`src/rtl/hamming_decoder_8bit_pipe.sv`:
```
// Two-stage pipelined SEC decoder for the 12-bit {data, parity} Hamming code word,
// with saturating statistics counters for corrected and uncorrectable deliveries.
module hamming_decoder_8bit_pipe #(
    parameter int CNT_W = 16
) (
    input  logic             clk,
    input  logic             rst,
    input  logic             in_valid,
    output logic             in_ready,
    input  logic [11:0]      code_in,
    output logic             out_valid,
    input  logic             out_ready,
    output logic [7:0]       data_out,
    output logic [3:0]       syndrome_out,
    output logic             err_corrected,
    output logic             err_uncorrectable,
    input  logic             clr_cnt,
    output logic [CNT_W-1:0] corr_cnt,
    output logic [CNT_W-1:0] uncorr_cnt
);

    localparam logic [CNT_W-1:0] CNT_ONE = CNT_W'(1);
    localparam logic [CNT_W-1:0] CNT_MAX = '1;

    logic [7:0] d_in;
    logic [3:0] p_in;
    logic [3:0] syn_in;
    logic       adv;

    logic       s1_valid;
    logic [7:0] s1_data;
    logic [3:0] s1_syn;

    logic [7:0] flip_mask;
    logic       fix_corr;
    logic       fix_unc;

    assign d_in = code_in[11:4];
    assign p_in = code_in[3:0];

    // d7 is intentionally absent: it is not covered by the code.
    assign syn_in[0] = d_in[0] ^ d_in[1] ^ d_in[3] ^ d_in[4] ^ d_in[6] ^ p_in[0];
    assign syn_in[1] = d_in[0] ^ d_in[2] ^ d_in[3] ^ d_in[5] ^ d_in[6] ^ p_in[1];
    assign syn_in[2] = d_in[1] ^ d_in[2] ^ d_in[3] ^ p_in[2];
    assign syn_in[3] = d_in[4] ^ d_in[5] ^ d_in[6] ^ p_in[3];

    // Both stages move together; a stalled output freezes the whole pipe.
    assign adv      = !out_valid || out_ready;
    assign in_ready = adv;

    // NOTE: every output of a combinational block gets a default first, so no latch is inferred.
    always_comb begin
        flip_mask = 8'h00;
        case (s1_syn)
            4'd3:    flip_mask = 8'h01;
            4'd5:    flip_mask = 8'h02;
            4'd6:    flip_mask = 8'h04;
            4'd7:    flip_mask = 8'h08;
            4'd9:    flip_mask = 8'h10;
            4'd10:   flip_mask = 8'h20;
            4'd11:   flip_mask = 8'h40;
            default: flip_mask = 8'h00;
        endcase
    end

    assign fix_unc  = (s1_syn >= 4'd12);
    assign fix_corr = (s1_syn != 4'd0) && !fix_unc;

    // NOTE: registers use non-blocking assignments so every stage samples pre-edge values.
    always_ff @(posedge clk or posedge rst) begin
        if (rst) begin
            s1_valid          <= 1'b0;
            s1_data           <= 8'h00;
            s1_syn            <= 4'h0;
            out_valid         <= 1'b0;
            data_out          <= 8'h00;
            syndrome_out      <= 4'h0;
            err_corrected     <= 1'b0;
            err_uncorrectable <= 1'b0;
        end else if (adv) begin
            s1_valid          <= in_valid;
            s1_data           <= d_in;
            s1_syn            <= syn_in;
            out_valid         <= s1_valid;
            data_out          <= s1_data ^ flip_mask;
            syndrome_out      <= s1_syn;
            err_corrected     <= fix_corr;
            err_uncorrectable <= fix_unc;
        end
    end

    // Counters track delivered words only; clear wins over a same-cycle increment.
    always_ff @(posedge clk or posedge rst) begin
        if (rst) begin
            corr_cnt   <= '0;
            uncorr_cnt <= '0;
        end else if (clr_cnt) begin
            corr_cnt   <= '0;
            uncorr_cnt <= '0;
        end else if (out_valid && out_ready) begin
            if (err_corrected && corr_cnt != CNT_MAX)
                corr_cnt <= corr_cnt + CNT_ONE;
            if (err_uncorrectable && uncorr_cnt != CNT_MAX)
                uncorr_cnt <= uncorr_cnt + CNT_ONE;
        end
    end

endmodule

```
`config.mk`:
```
export PLATFORM = sky130hd
export DESIGN_NAME = hamming_decoder_8bit_pipe
export DESIGN_NICKNAME = d
export VERILOG_FILES = /design/src/rtl/hamming_decoder_8bit_pipe.sv
export SDC_FILE = /design/constraint.sdc
export NUM_CORES = 1
export LEC_CHECK = 0
export ABC_AREA = 1
export BUFFER_PORTS_ARGS = -buffer_cell sky130_fd_sc_hd__buf_2
export CAP_MARGIN = 30
export CORE_MARGIN = 5
export CORE_UTILIZATION = 35
export DETAILED_ROUTE_END_ITERATION = 10
export PLACE_DENSITY = 0.59
export RECOVER_POWER = 25
export SYNTH_ARGS = -nofsm -noshare
export SYNTH_HDL_FRONTEND = slang
export SYNTH_SLANG_ARGS = --single-unit
```
`constraint.sdc`:
```
create_clock -name clk -period 5.2 [get_ports clk]
set_input_delay 1.04 -clock clk [delete_from_list [all_inputs] [get_ports clk]]
set_output_delay 1.04 -clock clk [all_outputs]
set_load 0.01 [all_outputs]
```
Word-level counts from Yosys, hierarchy flattened
Index checks and enable logic that the tools add are counted.

Register bits after elaboration: 60. Input bits: 17. Logic and storage cells: 59. Output and inout bits: 48.

Add/sub/neg operators: 2. Eq/ne operators: 9. Reductions and logical operators: 13. Muxes and demuxes: 7. Order comparisons: 1. Bitwise operators: 17.

Operators by type and width (number): 16-bit two-way mux (6); 7-bit one-hot mux with 7 select lines (1); 16-bit by 1-bit adder with 16-bit output (second input constant) (2); 16-bit inequality test (second input constant) (2); 1-bit XOR (16); 4-bit by 3-bit equality test with 1-bit output (second input constant) (3); 4-bit equality test (second input constant) (3); 8-bit XOR (1); 2-bit nonzero test (3); 4-bit by 2-bit equality test with 1-bit output (second input constant) (1); 4-bit >= comparator (second input constant) (1); 1-bit logical AND (4); 2-bit AND reduction (2); 4-bit nonzero test (1); 1-bit logical NOT (2); 1-bit logical OR (1).

Logic depth before layout (Yosys ltp)
Gate-level depths: netlist (run 1).

Word-level depth: 5. Gate-level depth with buffers: 10. Mapped depth without buffers: 9.

Least setup slack after synthesis (run 1)
OpenSTA, ideal clock, no wires.

Path kind: input to output. From: input out_ready. To: output in_ready. Data arrival time: 1590 ps. Stages on the path: 3. Path slack: 2570 ps. Buffers on the path: 1. Data required time: 4160 ps. Cell sequence: nor2_1 > inv_1 > clkbuf_1.

Word-level cells in the longest chain between the ends: 1.

RTL lines: start, declared (RTL line 12) `input logic out_ready,`; 1-bit logical OR (RTL line 48) `assign adv = !out_valid || out_ready;`; end, declared (RTL line 9) `output logic in_ready,`.

Every way passes these cells.

Worst setup path in the final report (run 1)
Ends and elaborated chain as after synthesis.

==> metrics.log, run 1 <==
[metrics] outcome: finished, final reports clean
[metrics] largest fanout on the critical path: 42
[metrics] final setup TNS: 0 ns
[metrics] number of synthesized flops with an enable pin: 0
[metrics] GR Util All Layers: 0.144
[metrics] share of post-route cells with drive strength above 1: 0.191
[metrics] fraction of the mapped netlist area in adder cells: 0.00738
[metrics] number of rows in the core area: 36
[metrics] max-slew headroom at the worst pin: 0.490
[metrics] path type of the worst min-delay path: flip-flop to flip-flop
[metrics] post-synthesis simple-gate area fraction: 0.376
[metrics] count of clock tree sinks: 60
[metrics] startpoint of the lowest-slack hold path: s1_valid$_DFFE_PP0P_
[metrics] Leak Pwr: 2.05 nW
[metrics] post-synthesis cell count: 455
[metrics] top achievable clock speed: roughly 0.32 GHz
[metrics] share of total power consumed by net switching: 0.297
[metrics] Post-Route Skew: roughly 0.010 ns
[metrics] fin crit share: 0.595
[metrics] number of setup buffers added after CTS: 0
[metrics] DRC violations left: 0
[metrics] hold violation total from the final report: 0
[metrics] FFs w/ async S/R, synth: 1.00
[metrics] count of nets after finishing: around 540
[metrics] Period minus WS final: a little over 3 ns
[metrics] leading register cell type out of synthesis: dfrtp_1
[metrics] net switching component of the power: about 0.37 mW
[metrics] root buffer cell: clkbuf_8
[metrics] latest clock arrival within the worst-skew pair: ~0.34 ns
[metrics] portion of the post-synthesis area used by sequential elements: 0.443
[metrics] cells along the critical path: clkbuf_1, nor2_1, buf_4, inv_1, buf_2
[metrics] Slew @ Worst Pin: 0.765 ns
[metrics] Num CTS Buffers: 9
[metrics] ratio of total power to cell area: approximately 300 nW/um2
[metrics] cell with the largest stage delay on the worst path: buf_4
[metrics] worst reg2reg endpoint: corr_cnt[12]$_DFFE_PP0P_
[metrics] element type at the critical path end: output pin
[metrics] part of the power in registers: 0.450
[metrics] global-route wire length before repair: roughly 13 mm
[metrics] worst setup slack before clock tree synthesis: 2.07 ns
[metrics] worst setup path class: primary input to output pin
[metrics] largest delay contributor family on the critical path: buffers and inverters
[metrics] number of H-tree levels: 3
[metrics] antenna violations before repair: 0
[metrics] xor-xnor portion of the synthesized cell area: 0.0594
[metrics] width of the chip: 108 um
[metrics] wirelength, routed: approximately 8 mm
[metrics] cell type contributing the most total cell area after synthesis: dfrtp_1
[metrics] routed vias: 3,047
[metrics] number of antenna diodes: 0
[metrics] part of the total power dissipated in the clock network: 0.387
[metrics] Worst Setup Start Kind: primary input
[metrics] final cell utilization of the core: 0.423
[metrics] CTS tree: yes
[metrics] count of maximum capacitance violations: 0
[metrics] average instance area after synthesis: 7.45 um2
[metrics] via count of the first global-routing pass: approximately 2,800
[metrics] final total power: roughly 1.2 mW
[metrics] Clock Pin Slew Worst Setup and Hold Paths: approximately 0.070 ns
[metrics] DP Wirelength: between 5 and 6 mm
[metrics] worst-case clock buffer depth: 2
[metrics] most repeated cell in the gate-level netlist after synthesis: nand2_1
[metrics] number of port buffers: 64
[metrics] top area cells in the synthesized netlist: dfrtp_1 (44%), nand2_1 (19%), nand4_1 (5.9%)
[metrics] number of primary I/O pins: 65
[metrics] post-cts resize count: 0
[metrics] RSZ-0062 raised after global routing: false
[metrics] number of synthesized register bits: 60
[metrics] cell internal power dissipation: 0.871 mW
[metrics] FF-to-FF setup slack: 3.25 ns
[metrics] pins over their slew limit: 0
[metrics] most frequent cells after synthesis: nand2_1 (172), dfrtp_1 (60), nor2_1 (37)
[metrics] total number of yosys warnings: 0
[metrics] first-pass iteration count of the detailed router: 4
[metrics] unique cell type count in the Yosys netlist: 25
[metrics] beginning of the worst register-to-register path: corr_cnt[0]$_DFFE_PP0P_
[metrics] setup slack of the critical path after layout: around 2.1 ns
[metrics] Detail Route Antenna Nets: 0
[metrics] final weighted congestion of routability-driven global placement: about 0.80
[metrics] required time of the worst setup path: between 4 and 5 ns
[metrics] VDD IR max: about 0.14 mV
[metrics] aggregate global routing overflow: 0
[metrics] count of hold-fix buffers inserted at cts: 0
[metrics] average wire per cell in the routed design: ~12 um
[metrics] fraction of synthesized area in multiplexers: 0
[metrics] buffers and inverters on the worst path: 4
[metrics] Post-Syn Area: around 3400 um2
[metrics] Synth Area in Compound Gates: 0.0527
[metrics] maximum cell stage delay along the critical path: 0.32 ns
[metrics] iteration-0 DRC count of the detailed router: 94
[metrics] maximum number of pins on one net before global-route repair: about 60
[metrics] synthesized netlist net count: approximately 470
[metrics] Hold EP: out_valid$_DFFE_PP0P_
[metrics] hold depth: 2
[metrics] endpoint arrival time on the critical path: just over 2 ns
[metrics] length in cells of the worst reg-to-reg path: 9
[metrics] combinational share of power: 0.164
[metrics] floorplan die area: approximately 12,000 um2
[metrics] Core Region: around 9600 um2
[metrics] final count of negative-setup-slack endpoints: 0
[metrics] area share of the largest cell type after synthesis: 0.443
[metrics] main combinational cell family by area after synthesis: simple AND/OR/NAND/NOR gates
[metrics] overall die height: roughly 110 um
[metrics] effective utilization at floorplan: 0.354
[metrics] synthesis-to-finish area growth: 19.8%
[metrics] DR vias/cell: around 4.6
[cells in the final DEF (no fill, tap or decap), types with 6 or more instances in the layout]
cell        n
nand2_1   172
buf_2      63
dfrtp_1    60
nor2_1     37
inv_1      35
nand4_1    32
nand3_1    27
o21ai_0    21
xor2_1     14
clkbuf_8   10
xnor2_1     9
o21bai_1    8
nor2_4      6
or2_2       6
[metrics by stage]
step,instances,area (um2),hold slack [ns]
final,657,4060,0.451
after global routing,657,4060,0.488
after CTS,657,4070,0.461
after detailed placement,641,3840,0.439
after global placement,640,3830,0.440
after floorplan,455,3390,0.420
[power groups by stage]
stage | Clock [mW] | Combinational [mW] | Sequential, mW
after CTS | 0.493 | 0.210 | 0.557
after detailed placement | 0 | 0.209 | 0.566
after global routing | 0.518 | 0.230 | 0.564
final | 0.479 | 0.203 | 0.557
after global placement | 0 | 0.206 | 0.564
after floorplan | 0 | 0.126 | 0.568
[layout make-up]
type / count / area [um2]
Clock buffer: 10 / 138
Clock inverter: 6 / 87.6
Fill cell: 982 / 5530
Inverter: 37 / 139
Multi-Input combinational cell: 344 / 1680
Sequential cell: 60 / 1500
Tap cell: 133 / 166
Timing Repair Buffer: 67 / 349
[cell families after synthesis]
logic type      count (synthesis)
xor+xnor                       23
compound gates                 31
fa+ha+maj                       2
buf+inv                        51
flops                          60
simple gates                  288
[metal layers]
metal,vias to the layer above,part of all wire,GRT usage
met3,7,0.048,0.0304
met2,77,0.47,0.228
met5,-,0,0
met1,1375,0.47,0.195
li1,1588,-,-
met4,0,0.012,0.0514
[worst max-delay path by stage]
| stage | startpoint | endpoint | slack (ns) | depth (start not counted) |
|---|---|---|---|---|
| detailed placement | out_ready | in_ready | 2.07 | 5 |
| finish | out_ready | in_ready | 2.11 | 5 |
| floorplan | out_ready | in_ready | 2.57 | 3 |
| global route | out_ready | in_ready | 1.96 | 5 |
| CTS | out_ready | in_ready | 2.07 | 5 |
| global placement | out_ready | in_ready | 2.09 | 5 |
[flip-flops by register name, summed over array words and instances, names as in the netlist]
register,count
corr_cnt,16
uncorr_cnt,16
data_out,8
s1_data,8
s1_syn,4
syndrome_out,4
err_corrected,1
err_uncorrectable,1
out_valid,1
s1_valid,1
[worst reg2reg max path, cell delays in order, from the launching register on]
cell and delay (ns):
dfrtp_1 0.45, ha_1 0.25, nand3_1 0.21, inv_2 0.08
nand2_2 0.12, nor2_4 0.06, nor2_4 0.35, nor2_4 0.17
nand2_1 0.10, nand2_1 0.05
No activity file was read; power rests on OpenSTA's default activity.
==> inputs of run 2 (changes only) <==
Clock period 5.2 ns to 3.05 ns, I/O delays scaled along.
==> run 2 against run 1 <==
Effect of this change:
- the flow now finishes with violations (capacitance limit, slew limit)
- routed wire length up 1.9%
- critical path type is now flip-flop to output pin
- first-iteration DRC count shrank 16%
- via count grew 2.8%
- sequential power is 69% higher
- worst setup slack lost 1.3 ns
- combinational power grew 72%
- final area shrank 0.80%
- final cell count grew 0.30%
==> metrics.log, run 2 (synthesized netlist as in run 1, its figures left out) <==
[metrics] share of total power consumed by net switching: 0.313
[metrics] count of hold-fix buffers inserted at cts: 0
[metrics] overall die height: around 110 um
[metrics] outcome: finished, violations left
[metrics] part of the total power dissipated in the clock network: 0.354
[metrics] aggregate global routing overflow: 0
[metrics] element type at the critical path end: output pin
[metrics] count of nets after finishing: 540
[metrics] path type of the worst min-delay path: flip-flop to flip-flop
[metrics] largest registers ranked by flip-flop count: corr_cnt (16), uncorr_cnt (16)
[metrics] max-slew headroom at the worst pin: -0.0590
[metrics] global-route wire length before repair: 13.8 mm
[metrics] Num CTS Buffers: 9
[metrics] net switching component of the power: 0.626 mW
[metrics] number of primary I/O pins: 65
[metrics] number of H-tree levels: 3
[metrics] count of maximum capacitance violations: 1
[metrics] routed wl met2: between 3 and 4 mm
[metrics] Detail Route Antenna Nets: 0
[metrics] Slew @ Worst Pin: 1.59 ns
[metrics] Core Region: roughly 9600 um2
[metrics] endpoint arrival time on the critical path: between 1.5 and 2 ns
[metrics] required time of the worst setup path: approximately 2.4 ns
[metrics] part of the power in registers: 0.471
[metrics] iteration-0 DRC count of the detailed router: a little under 80
[metrics] pins over their slew limit: 41
[metrics] routed length on met3: 345 um
[metrics] final setup TNS: 0 ns
[metrics] violated checks: capacitance limit, slew limit
[metrics] latest clock arrival within the worst-skew pair: about 0.34 ns
[metrics] width of the chip: around 110 um
[metrics] DR vias/cell: between 4 and 5
[metrics] Clock Pin Slew Worst Setup and Hold Paths: ~0.06 ns
[metrics] CTS tree: yes
[metrics] final weighted congestion of routability-driven global placement: 0.827
[metrics] DRC violations left: 0
[metrics] setup slack of the critical path after layout: around 0.84 ns
[metrics] VDD IR max: roughly 0.25 mV
[metrics] Worst Setup Start Kind: flip-flop
[metrics] count of placed standard cells including taps: approximately 640
[metrics] GR Util All Layers: 0.148
[metrics] Period minus WS final: roughly 2.2 ns
[metrics] hold violation total from the final report: 0
[metrics] post-cts resize count: 0
[metrics] number of antenna diodes: 0
[metrics] fin crit share: 0.725
[metrics] final count of negative-setup-slack endpoints: 0
[metrics] share of post-route cells with drive strength above 1: 0.192
[metrics] first-pass iteration count of the detailed router: 4
[metrics] most common cell after layout, fill and taps aside: nand2_1
[metrics] ratio of total power to cell area: 497 nW/um2
[metrics] routed vias: around 3,100
[metrics] count of clock tree sinks: 60
[metrics] RSZ-0062 raised after global routing: false
[metrics] total routed wire length on the met1 layer: 3.74 mm
[metrics] Highest Signal Layer: met4
[metrics] via count of the first global-routing pass: 2,879
[metrics] highest-count cells in the layout ignoring fill and taps: nand2_1 (172), buf_2 (64), dfrtp_1 (60)
[metrics] largest fanout on the critical path: 14
[metrics] antenna violations before repair: 0
[metrics] DP Wirelength: 5.93 mm
[metrics] number of setup buffers added after CTS: 0
[metrics] Cell Count, Final, Fillers Out: 659
[metrics] floorplan die area: 11,800 um2
[metrics] worst-case clock buffer depth: 2
[metrics] effective utilization at floorplan: 0.354
[metrics] wirelength, routed: between 8 and 9 mm
[metrics] synthesis-to-finish area growth: 18.8%
[metrics] top achievable clock speed: ~0.45 GHz
[metrics] average wire per cell in the routed design: 12.4 um
[metrics] maximum number of pins on one net before global-route repair: 42
[metrics] root buffer cell: clkbuf_8
[metrics] Post-Route Skew: between 0.01 and 0.015 ns
[metrics] worst setup path class: flip-flop to output pin
[metrics] combinational share of power: 0.175
[metrics] number of port buffers: between 60 and 70
[metrics] Leak Pwr: about 2.0 nW
[metrics] worst setup slack before clock tree synthesis: 1.14 ns
[metrics] cell internal power dissipation: about 1.4 mW
[metrics] number of rows in the core area: 36
-- run 2: changes by cell type in the layout (fill, tap and decap cells not counted), sizes merged --
| cell | delta |
|---|---|
| clkinv | +2 |
| buf | +1 |
| bufinv | -1 |
-- run 2: cell type report --
type | count | area [um2]
multi-input combinational | 344 | 1680
fill | 1010 | 5560
tap | 133 | 166
sequential | 60 | 1500
timing repair buffer | 69 | 350
clock inverter | 7 | 67.6
inverter | 37 | 139
clock buffer | 9 | 124
-- run 2: worst paths after layout --
kind | startpoint | end | slack (ns) | cells past startpoint
min in group asynchronous | rst | data_out[0]$_DFFE_PP0P_ | 0.75 | 2
min reg2reg | s1_valid$_DFFE_PP0P_ | out_valid$_DFFE_PP0P_ | 0.46 | 2
max in group asynchronous | rst | uncorr_cnt[2]$_DFFE_PP0P_ | 1.35 | 3
max | out_valid$_DFFE_PP0P_ | in_ready | 0.84 | 5
min | s1_valid$_DFFE_PP0P_ | out_valid$_DFFE_PP0P_ | 0.46 | 2
max reg2reg | out_valid$_DFFE_PP0P_ | data_out[6]$_DFFE_PP0P_ | 1.03 | 4
-- run 2: critical path, stage by stage, from the launching register on --
cell and delay (ns):
dfrtp_1 0.38, inv_1 0.05, nor2_1 0.04, inv_1 0.04, clkbuf_1 0.49, buf_2 0.25
-- run 2: stage by stage --
step           total power, mW  hold slack (ns)   util  cell area (um2)
2_1_floorplan             1.18            0.420      -             3390
4_1_cts                   2.04            0.455  0.421             4040
5_1_grt                   2.13            0.463  0.420             4030
3_5_place_dp              1.32            0.438  0.401             3850
3_3_place_gp              1.31            0.434  0.401             3850
6_report                  2.00            0.462  0.420             4030
-- run 2: power by group through the flow --
stage / Sequential, mW / Clock [mW] / Combinational, mW
3_3_place_gp: 0.956 / 0 / 0.357
6_report: 0.943 / 0.710 / 0.350
3_5_place_dp: 0.959 / 0 / 0.361
5_1_grt: 0.959 / 0.770 / 0.402
2_1_floorplan: 0.969 / 0 / 0.215
4_1_cts: 0.945 / 0.730 / 0.365
-- run 2: layer usage --
| layer | global-route usage | vias to the layer above |
|---|---|---|
| met3 | 0.0293 | 15 |
| met1 | 0.191 | 1451 |
| met4 | 0.0604 | 0 |
| li1 | - | 1595 |
| met5 | 0 | - |
| met2 | 0.242 | 71 |
==> inputs of run 3 (changes only) <==
Settings changed: PLACE_DENSITY 0.59 to 0.61.
Clock period 3.05 ns to 1.9 ns, I/O delays scaled along.
==> run 3 against run 2 <==
Effect of this change:
- critical path type is now flip-flop to flip-flop
- worst setup slack got worse by 0.63 ns
- final area is 1.8% higher
- highest routed layer unchanged
- global-route usage is essentially flat
- the run still ends with capacitance limit, slew limit left
==> metrics.log, run 3 (synthesized netlist as in run 1, its figures left out) <==
[metrics] outcome: finished, violations left
[metrics] violated checks: capacitance limit, slew limit
[metrics] effective utilization at floorplan: 0.354
[metrics] required time of the worst setup path: 2.17 ns
[metrics] area of all placed cells without fillers: approximately 4000 um2
[metrics] VDD IR max: 0.367 mV
[metrics] synthesis-to-finish area growth: 20.9%
[metrics] ratio of total power to cell area: 789 nW/um2
[metrics] DRC violations left: 0
[metrics] beginning of the worst register-to-register path: corr_cnt[0]$_DFFE_PP0P_
[metrics] average wire per cell in the routed design: 12.4 um
[metrics] iteration-0 DRC count of the detailed router: 109
[metrics] number of H-tree levels: 3
[metrics] number of port buffers: 64
[metrics] max-slew headroom at the worst pin: -0.0268
[metrics] worst setup path class: flip-flop to flip-flop
[metrics] top achievable clock speed: between 0.5 and 0.6 GHz
[metrics] cell internal power dissipation: between 2 and 2.5 mW
[metrics] critical path startpoint: corr_cnt[0]$_DFFE_PP0P_
[metrics] final setup TNS: 0 ns
[metrics] buffers and inverters on the worst path: 2
[metrics] largest delay contributor family on the critical path: simple AND/OR/NAND/NOR gates
[metrics] worst setup slack before clock tree synthesis: about 0.15 ns
[metrics] highest-count cells in the layout ignoring fill and taps: nand2_1 (172), buf_2 (64), dfrtp_1 (60)
[metrics] CTS tree: yes
[metrics] root buffer cell: clkbuf_8
[metrics] setup slack of the critical path after layout: 0.203 ns
[metrics] largest fanout on the critical path: 16
[metrics] wirelength, routed: 8.23 mm
[metrics] Core Region: between 9000 and 10,000 um2
[metrics] cell with the largest stage delay on the worst path: dfrtp_1
[metrics] largest registers ranked by flip-flop count: corr_cnt (16), uncorr_cnt (16)
[metrics] Leak Pwr: between 2 and 2.5 nW
[metrics] aggregate global routing overflow: 0
[metrics] net switching component of the power: slightly below 1 mW
[metrics] endpoint arrival time on the critical path: slightly below 2 ns
[metrics] CP most frequent cell: nor2_4
[metrics] DP Wirelength: 5.89 mm
[metrics] width of the chip: between 100 and 150 um
[metrics] fin crit share: 0.893
[metrics] DR vias/cell: approximately 4.7
[metrics] Post-Place Cell Area: 3910 um2
[metrics] final weighted congestion of routability-driven global placement: 0.853
[metrics] element type at the critical path end: flip-flop
[metrics] GR Util All Layers: 0.148
[metrics] post-cts resize count: 0
[metrics] count of nets after finishing: between 500 and 600
[metrics] most common cell after layout, fill and taps aside: nand2_1
[metrics] Worst Hold Margin: 0.247 ns
[metrics] cells along the critical path: ha_1, nand3_1, inv_2, nand2_2, nor2_4, nor2_4, buf_4, nand4_1, nand2_1
[metrics] floorplan die area: ~12,000 um2
[metrics] count of clock tree sinks: 60
[metrics] Slew @ Worst Pin: 1.54 ns
[metrics] Num CTS Buffers: 9
[metrics] number of primary I/O pins: 65
[metrics] count of placed standard cells including taps: 649
[metrics] worst-case clock buffer depth: 2
[metrics] count of maximum capacitance violations: 1
[metrics] antenna violations before repair: 0
[metrics] routed vias: between 3,000 and 4,000
[metrics] via count of the first global-routing pass: slightly above 3,000
[metrics] Worst Setup Start Kind: flip-flop
[metrics] startpoint of the lowest-slack hold path: code_in[11]
[metrics] part of the power in registers: 0.471
[metrics] first-pass iteration count of the detailed router: 4
[metrics] Clock Pin Slew Worst Setup and Hold Paths: 0.07 ns
[metrics] number of antenna diodes: 0
[metrics] share of post-route cells with drive strength above 1: 0.207
[metrics] number of rows in the core area: 36
[metrics] global-route wire length before repair: 14.0 mm
[metrics] Cell Count, Final, Fillers Out: approximately 670
[metrics] pins over their slew limit: just over 60
[metrics] Post-Route Skew: between 0.009 and 0.01 ns
[metrics] maximum number of pins on one net before global-route repair: between 60 and 70
[metrics] final total power: between 3 and 4 mW
[metrics] latest clock arrival within the worst-skew pair: 0.34 ns
[metrics] share of total power consumed by net switching: 0.301
[metrics] maximum cell stage delay along the critical path: 0.43 ns
[metrics] path type of the worst min-delay path: primary input to flip-flop
[metrics] Detail Route Antenna Nets: 0
[metrics] combinational share of power: 0.181
[metrics] RSZ-0062 raised after global routing: false
[metrics] Period minus WS final: between 1.5 and 2 ns
[metrics] hold violation total from the final report: 0
[metrics] overall die height: roughly 110 um
[metrics] part of the total power dissipated in the clock network: 0.348
[metrics] final cell utilization of the core: 0.427
[metrics] final count of negative-setup-slack endpoints: 0
==> run 3: worst paths after layout <==
kind,cells past startpoint,endpoint,slack [ns]
setup / recovery,9,corr_cnt[13]$_DFFE_PP0P_,0.20
hold / removal,3,s1_data[7]$_DFFE_PP0P_,0.25
setup reg to reg,9,corr_cnt[13]$_DFFE_PP0P_,0.20
hold reg to reg,2,out_valid$_DFFE_PP0P_,0.45
max in group asynchronous,3,s1_data[3]$_DFFE_PP0P_,0.41
min in group asynchronous,3,s1_valid$_DFFE_PP0P_,0.56
==> run 3: power by group through the flow <==
stage | combinational (mW) | clock (mW) | sequential (mW)
2_1_floorplan | 0.345 | 0 | 1.56
3_3_place_gp | 0.585 | 0 | 1.54
3_5_place_dp | 0.591 | 0 | 1.54
4_1_cts | 0.595 | 1.17 | 1.52
5_1_grt | 0.674 | 1.20 | 1.54
6_report | 0.585 | 1.13 | 1.52
==> run 3: worst register-to-register path: stages, from the launching register on <==
cell     delay, ns
dfrtp_1       0.43
ha_1          0.25
nand3_1       0.18
inv_2         0.07
nand2_2       0.11
nor2_4        0.06
nor2_4        0.10
buf_4         0.23
nand4_1       0.12
nand2_1       0.08
==> run 3: per-layer routing <==
| layer | vias to the layer above | wire length, um | global-route usage |
|---|---|---|---|
| li1 | 1608 | - | - |
| met1 | 1466 | 3820 | 0.189 |
| met2 | 72 | 3870 | 0.248 |
| met3 | 11 | 429 | 0.0299 |
| met4 | 0 | 108 | 0.0523 |
| met5 | - | 0 | 0 |
==> run 3: area by class of cell <==
class	instances	area [um2]
tap	133	166
fill	982	5490
clock inverter	5	52.6
inverter	37	139
multi-input combinational	344	1680
sequential	60	1500
clock buffer	10	138
timing repair buffer	76	420
==> run 3: repair_timing <==
action | in CTS | in global routing
endpoints found under the setup margin | 0 | 16
endpoints found under the hold margin | 0 | 0
hold buffers | 0 | 0
setup buffers | 0 | 1
